--- config.mk ---
export PLATFORM = sky130hd
export DESIGN_NAME = mantissa_align_pipe
export DESIGN_NICKNAME = d
export VERILOG_FILES = /design/src/rtl/mantissa_align_pipe.sv
export SDC_FILE = /design/constraint.sdc
export NUM_CORES = 1
export LEC_CHECK = 0
export ABC_AREA = 1
export CAP_MARGIN = 25
export CORE_MARGIN = 5
export CORE_UTILIZATION = 50
export CTS_BUF_LIST = sky130_fd_sc_hd__clkbuf_4
export DETAILED_ROUTE_END_ITERATION = 8
export PLACE_DENSITY = 0.75
export SLEW_MARGIN = 20
export SYNTH_ARGS = -nofsm -noshare
export SYNTH_HDL_FRONTEND = slang
export SYNTH_SLANG_ARGS = --single-unit
--- constraint.sdc ---
create_clock -name clk -period 4.5 [get_ports clk]
set_clock_uncertainty 0.15 [all_clocks]
set_input_delay 0.45 -clock clk [delete_from_list [all_inputs] [get_ports clk]]
set_output_delay 0.45 -clock clk [all_outputs]
set_load 0.05 [all_outputs]
--- src/rtl/mantissa_align_pipe.sv ---
// Two-stage mantissa alignment for FP add/sub: builds {hidden, fraction, G, R, S} operands and right-shifts the smaller one.
// Optional macro MANT_ALIGN_STICKY_EN folds shifted-out bits into a sticky LSB; undefined gives a plain truncating shift.
module mantissa_align_pipe #(
    parameter int MANTISSA_WIDTH = 23,
    parameter int SHIFT_WIDTH    = 8
) (
    input  logic                      clk,
    input  logic                      rst,
    input  logic                      in_valid,
    output logic                      in_ready,
    input  logic [MANTISSA_WIDTH-1:0] ma,
    input  logic [MANTISSA_WIDTH-1:0] mb,
    input  logic                      a_hidden,
    input  logic                      b_hidden,
    input  logic [SHIFT_WIDTH-1:0]    shift_spaces,
    input  logic [1:0]                exp_magnitude,
    output logic                      out_valid,
    input  logic                      out_ready,
    output logic [MANTISSA_WIDTH+3:0] mantissa_a,
    output logic [MANTISSA_WIDTH+3:0] mantissa_b,
    output logic                      shift_sat
);

    localparam int W   = MANTISSA_WIDTH + 4;
    localparam int CW  = $clog2(W + 1);
    // Shift register wide enough for both the raw amount and the clamp value W.
    localparam int SHW = (SHIFT_WIDTH > CW) ? SHIFT_WIDTH : CW;
    localparam logic [SHW-1:0] W_SH = SHW'(W);

    function automatic logic [SHW-1:0] clamp_shift(input logic [SHIFT_WIDTH-1:0] amt);
        logic [SHW-1:0] ext;
        ext = SHW'(amt);
        return (ext >= W_SH) ? W_SH : ext;
    endfunction

    // A clamp of W empties the operand, so saturation needs no special case here.
    function automatic logic [W-1:0] align_shift(input logic [W-1:0] op, input logic [SHW-1:0] amt);
        logic [W-1:0] shifted;
`ifdef MANT_ALIGN_STICKY_EN
        logic [W-1:0] lost_mask;
        logic         lost;
        shifted   = op >> amt;
        lost_mask = ~({W{1'b1}} << amt);
        lost      = |(op & lost_mask);
        return {shifted[W-1:1], shifted[0] | lost};
`else
        shifted = op >> amt;
        return shifted;
`endif
    endfunction

    logic           vld_p1, vld_p2;
    logic [W-1:0]   op_a_p1, op_b_p1;
    logic [SHW-1:0] shamt_p1;
    logic           shift_a_p1, shift_b_p1, sat_p1;
    logic           adv1, adv2, accept;
    logic           shift_a_in, shift_b_in;
    logic [SHW-1:0] clamp_in;

    assign adv2      = !vld_p2 || out_ready;
    assign adv1      = !vld_p1 || adv2;
    assign in_ready  = adv1;
    assign accept    = in_valid && adv1;
    assign out_valid = vld_p2;

    assign shift_a_in = (exp_magnitude == 2'b00);
    assign shift_b_in = (exp_magnitude == 2'b10);
    assign clamp_in   = clamp_shift(shift_spaces);

    // Stage 1: operand build, selector decode and shift clamp
    always_ff @(posedge clk or posedge rst) begin
        if (rst) begin
            vld_p1     <= 1'b0;
            op_a_p1    <= '0;
            op_b_p1    <= '0;
            shamt_p1   <= '0;
            shift_a_p1 <= 1'b0;
            shift_b_p1 <= 1'b0;
            sat_p1     <= 1'b0;
        end else begin
            if (adv1) begin
                vld_p1 <= accept;
            end
            if (accept) begin
                op_a_p1    <= {a_hidden, ma, 3'b000};
                op_b_p1    <= {b_hidden, mb, 3'b000};
                shamt_p1   <= clamp_in;
                shift_a_p1 <= shift_a_in;
                shift_b_p1 <= shift_b_in;
                sat_p1     <= (shift_a_in || shift_b_in) && (clamp_in == W_SH);
            end
        end
    end

    // Stage 2: shift the selected operand and register the aligned result
    always_ff @(posedge clk or posedge rst) begin
        if (rst) begin
            vld_p2     <= 1'b0;
            mantissa_a <= '0;
            mantissa_b <= '0;
            shift_sat  <= 1'b0;
        end else if (adv2) begin
            vld_p2 <= vld_p1;
            if (vld_p1) begin
                mantissa_a <= shift_a_p1 ? align_shift(op_a_p1, shamt_p1) : op_a_p1;
                mantissa_b <= shift_b_p1 ? align_shift(op_b_p1, shamt_p1) : op_b_p1;
                shift_sat  <= sat_p1;
            end
        end
    end

endmodule

# ---- Word level (Yosys, flattened, before mapping)
# Index checks and enable logic that the tools add are counted.
dict set report classes {
  addsub 0
  n_mul 0
  div_mod_pow 0
  n_lt_le_gt_ge 1
  eq_ne 2
  n_shift 2
  mux 3
  bitwise 0
  n_reduce_logical 9
}
# op count
set ops {}
lappend ops {{$mux W27} 2}
lappend ops {{$shr A27 B8 Y27} 2}
lappend ops {{$eq A8 B5 Y1 const B} 1}
lappend ops {{$ge A8 B5 Y1 const B} 1}
lappend ops {{$mux W8} 1}
lappend ops {{$logic_or A1 B1 Y1} 3}
lappend ops {{$eq A2 B2 Y1 const B} 1}
lappend ops {{$logic_and A1 B1 Y1} 2}
lappend ops {{$logic_not A1 Y1} 2}
lappend ops {{$logic_not A2 Y1} 1}
lappend ops {{$reduce_and A2 Y1} 1}
dict set report word_totals {
  regBits 116
  latchBits 0
  ram_bits 0
  rom_bits 0
  inputBits 62
  output_inout_bits 57
  word_cells 28
  n_memories 0
}

# ---- Depth between registers and ports, before layout
dict set report depth {
  ltp_word 4
  ltp_mapped 11
  depth_no_buf 9
}

# ---- Worst setup path after synthesis
# No wires, ideal clock.
dict set report synth_timing {
  path_type {register -> register}
  from {register vld_p2 (netlist: out_valid)}
  to {register op_a_p1[10]}
  setup_time_ns 0.117
  arrival_ns 2.067
  required_time_ns 4.233
  setup_slack_ns 2.166
  stages_incl_launch_ff 8
  path_buffers 2
  synth_period_minus_slack_ns 2.334
  cell_sequence {dfrtp_1 nand3_1 nand2_1 inv_1 clkbuf_1 clkbuf_1 nand2_1 nand2_1}
}
dict set report synth_via {
  elab_chain_len 4
}
# item line_no
set synth_lines {}
lappend synth_lines {{start: declaration} 52} ;# logic vld_p1, vld_p2;
lappend synth_lines {{start signal: assignment} 103} ;# vld_p2 <= vld_p1;
lappend synth_lines {{$logic_not A1 Y1} 60} ;# assign adv2 = !vld_p2 || out_ready;
lappend synth_lines {{$logic_or A1 B1 Y1} 60}
lappend synth_lines {{$logic_or A1 B1 Y1} 61} ;# assign adv1 = !vld_p1 || adv2;
lappend synth_lines {{via in_ready} 10} ;# output logic in_ready,
lappend synth_lines {{$logic_and A1 B1 Y1} 63} ;# assign accept = in_valid && adv1;
lappend synth_lines {{end signal: assignment} 85} ;# op_a_p1 <= {a_hidden, ma, 3'b000};
lappend synth_lines {{end: declaration} 53} ;# logic [W-1:0] op_a_p1, op_b_p1;
# The timed path passes the listed nets, and every way through them passes these cells.
# A chain may end at the register's enable or synchronous reset.

# ---- Worst setup path in the final report
dict set report layout_timing {
  from {register shamt_p1[7]}
  to {register mantissa_b[3]}
}
dict set report layout_via {
  elab_chain_len 2
}
# item line_no
set layout_lines {}
lappend layout_lines {{start: declaration} 54} ;# logic [SHW-1:0] shamt_p1;
lappend layout_lines {{start signal: assignment} 87} ;# shamt_p1 <= clamp_in;
lappend layout_lines {{$shr A27 B8 Y27} 47} ;# shifted = op >> amt;
lappend layout_lines {{$mux W27} 106} ;# mantissa_b <= shift_b_p1 ? align_shift(op_b_p1, shamt_p1) : op_b_p1;
lappend layout_lines {{end signal: assignment} 106}
lappend layout_lines {{end: declaration} 20} ;# output logic [MANTISSA_WIDTH+3:0] mantissa_b,
# Every way passes these cells.

==> results.md <==
* Synthesized instance count at 1,090
* Vias in the first global route at 7,567
* Layout Nets at 1,218
* Post-CTS setup buffer count at 0
* CTS buffer count at 17
* Global-route wire length before repair at 37.2 mm
* Final setup fails at 0
* Mapped cell area at 7260 um^2
* Fraction of layout cells with a size suffix above 1 at 0.0505
* Critical Path Source: shamt_p1[7]
* Hold WC Path Type: input port to async pin
* CP Buf/Inv Count at 1
* Post-synthesis sequential area ratio at 0.400
* Most frequent cells in the layout: 315 x nand2_1, 288 x nand3_1, 118 x clkdlybuf4s50_1
* Detail Route Antenna Nets at 0
* Slowest stage delay, CP at 0.68 ns
* Initial core utilization at 0.505
* CTS Root Cell: clkbuf_4
* Initial antenna violation count at 1
* Max-Cap Viols at 0
* Critical path depth at 10
* Critical Setup Path Class: flop to flop
* CORE AREA at 14,400 um^2
* Post-synth EDFFs at 0
* Residual DRC count at 0
* R2R Path End: mantissa_b[3]
* Die footprint at 17,000 um^2
* Fillers at 1,386
* Clk_lat worst skew at 0.56 ns
* Max Slew Vio Count at 0
* CTS tree: done
* Area growth syn-to-layout at 20.7%
* CP delay by family, top: simple AND/OR/NAND/NOR gates
* Routability congestion estimate at 0.941
* Total grt overflow at 0
* Element type at the critical path end: flop
* Period utilisation layout at 0.625
* Slew headroom at 0.334
* Async SR Flop Fraction at 1.00
* CP Max Fanout at 42
* # resized after CTS at 0
* Leak at 4.00 nW
* Crit path top cell by count: nand3_1
* Most used DFF post-synth: dfrtp_1
* Syn Nets at 1,152
* Crit-path cells: nor2_4 -> buf_4 -> nand3_1 -> nand3_1 -> nand2_1 -> nor2_1 -> nand2_1 -> nand3_1 -> nand3_1 -> a21oi_1
* Final WL at 23.1 mm
* I/O pin count at 119
* Fmax achieved at 0.356 GHz
* Non-Filler Instances at 1,354
* Reg2reg path depth at 10
* Detail Placement HPWL at 15.3 mm
* PD cells at 518 nW/um^2
* Worst Setup EP: mantissa_b[3]
* CP max stage cell: nor2_4
* Max Buffers Root-to-Sink at 2
* Synth Register Bits at 116
* Cts hold-fix bufs at 0
* Commonest non-fill, non-tap cell in the layout: nand2_1
* Type of origin of the critical path: flop
* Clock transition at path regs at 0.11 ns
* Via count at 8,009
* Cell count after placement at 1,321
* Clock sinks at 116
* Vias per std cell at 5.92
* DR WL/cell at 17.1 um
* Maximum VDD drop at 402 uV
* Reg2reg start: shamt_p1[7]
* Setup TNS Final at 0 ns
* Largest net degree at the start of global routing at 67
* Iteration-0 DRC Markers at 990
* Htree depth at 4
* First drt pass iteration count at 5
* CP arrival at 3.15 ns
* Yosys cell types at 26
* Worst Tran Pin Value at 0.995 ns
* Warnings from Yosys at 0
* Final hold viol count at 0
* Die Height at 130 um
* Outcome: completed
* Reg2reg setup slack at 1.69 ns
* Worst EP required at 4.84 ns
* Syn Area/Cell at 6.66 um^2
* Port Buf Inserts at 118
* GRT Total Usage at 0.275
* Final min period at 2.81 ns
* FP Rows at 44
* DIE WIDTH at 130 um
* RSZ-0062 raised after global routing: no
==> worst reg2reg max path: stages (launching register included) <==
cell	delay, ns
dfrtp_1	0.42
nor2_4	0.68
buf_4	0.49
nand3_1	0.19
nand3_1	0.12
nand2_1	0.06
nor2_1	0.15
nand2_1	0.08
nand3_1	0.08
nand3_1	0.16
a21oi_1	0.16
==> cells in the mapped netlist, types with 3 or more instances <==
cell type,number,share of area
buf_4,4,0.0041
dfrtp_1,116,0.40
nand2_1,316,0.16
o211ai_1,8,0.0083
o21ai_1,12,0.0083
clkbuf_1,45,0.023
buf_1,14,0.0072
inv_1,18,0.0093
buf_2,19,0.013
o21ai_0,24,0.017
nand3_1,288,0.20
nor2_1,78,0.040
a21oi_1,112,0.077
nand4_1,13,0.011
clkinv_1,3,0.0016
inv_2,6,0.0031
==> per-layer routing <==
layer | up-vias | wire length, um | global-route usage
li1 | 3816 | - | -
met1 | 3732 | 9720 | 0.349
met2 | 389 | 11000 | 0.461
met3 | 72 | 1590 | 0.0451
met4 | 0 | 780 | 0.128
met5 | - | 0 | 0
==> registers in the layout, summed over array words and instances (netlist names) <==
name and flops:
mantissa_a 27, sat_p1 1, shift_b_p1 1, shift_sat 1
op_a_p1 24, shamt_p1 8, op_b_p1 24, out_valid 1
vld_p1 1, shift_a_p1 1, mantissa_b 27
==> metrics by stage <==
stage	utilization	setup slack, ns	power (mW)	cell area [um^2]	hold WS (ns)
2_1_floorplan	-	0.828	2.92	7260	0.322
3_5_place_dp	0.585	1.76	3.60	8400	0.321
6_report	0.609	1.69	4.54	8760	0.224
4_1_cts	0.609	1.74	4.54	8750	0.227
5_1_grt	0.609	1.48	4.80	8760	0.225
3_3_place_gp	0.585	1.78	3.58	8400	0.316
==> power breakdown <==
group          leakage (nW)  internal [mW]  switching (mW)
logic                  2.43          0.674            1.44
registers              1.39           1.28           0.207
clock network         0.183          0.509           0.427
==> worst min path at each step <==
stage / startpoint / end / slack [ns] / cells after the start
global placement: mantissa_a[2] / mantissa_a[2] / 0.32 / 2
finish: rst / op_a_p1[18] / 0.22 / 2
detailed placement: mantissa_b[0] / mantissa_b[0] / 0.32 / 2
CTS: mb[4] / op_b_p1[7] / 0.23 / 3
floorplan: shift_a_p1 / shift_a_p1 / 0.32 / 2
global route: ma[8] / op_a_p1[11] / 0.23 / 3
==> final cells by class <==
type	instances	area, um^2	share of cell area
clock buffers	19	143	0.0163
diodes	1	2.50	0.000286
multi-input cells	864	3900	0.445
well taps	184	230	0.0263
inverters	27	105	0.0120
flip-flops and latches	116	2900	0.331
repair buffers	130	1270	0.145
clock inverters	13	206	0.0236
==> logic make-up after synthesis <==
kind of cell / synth area share
AND/OR/NAND/NOR: 0.421
AO/OA/AOI/OAI: 0.116
flip-flops: 0.400
buffers and inverters: 0.0633
Note: power is estimated with default switching activity, not from simulation.
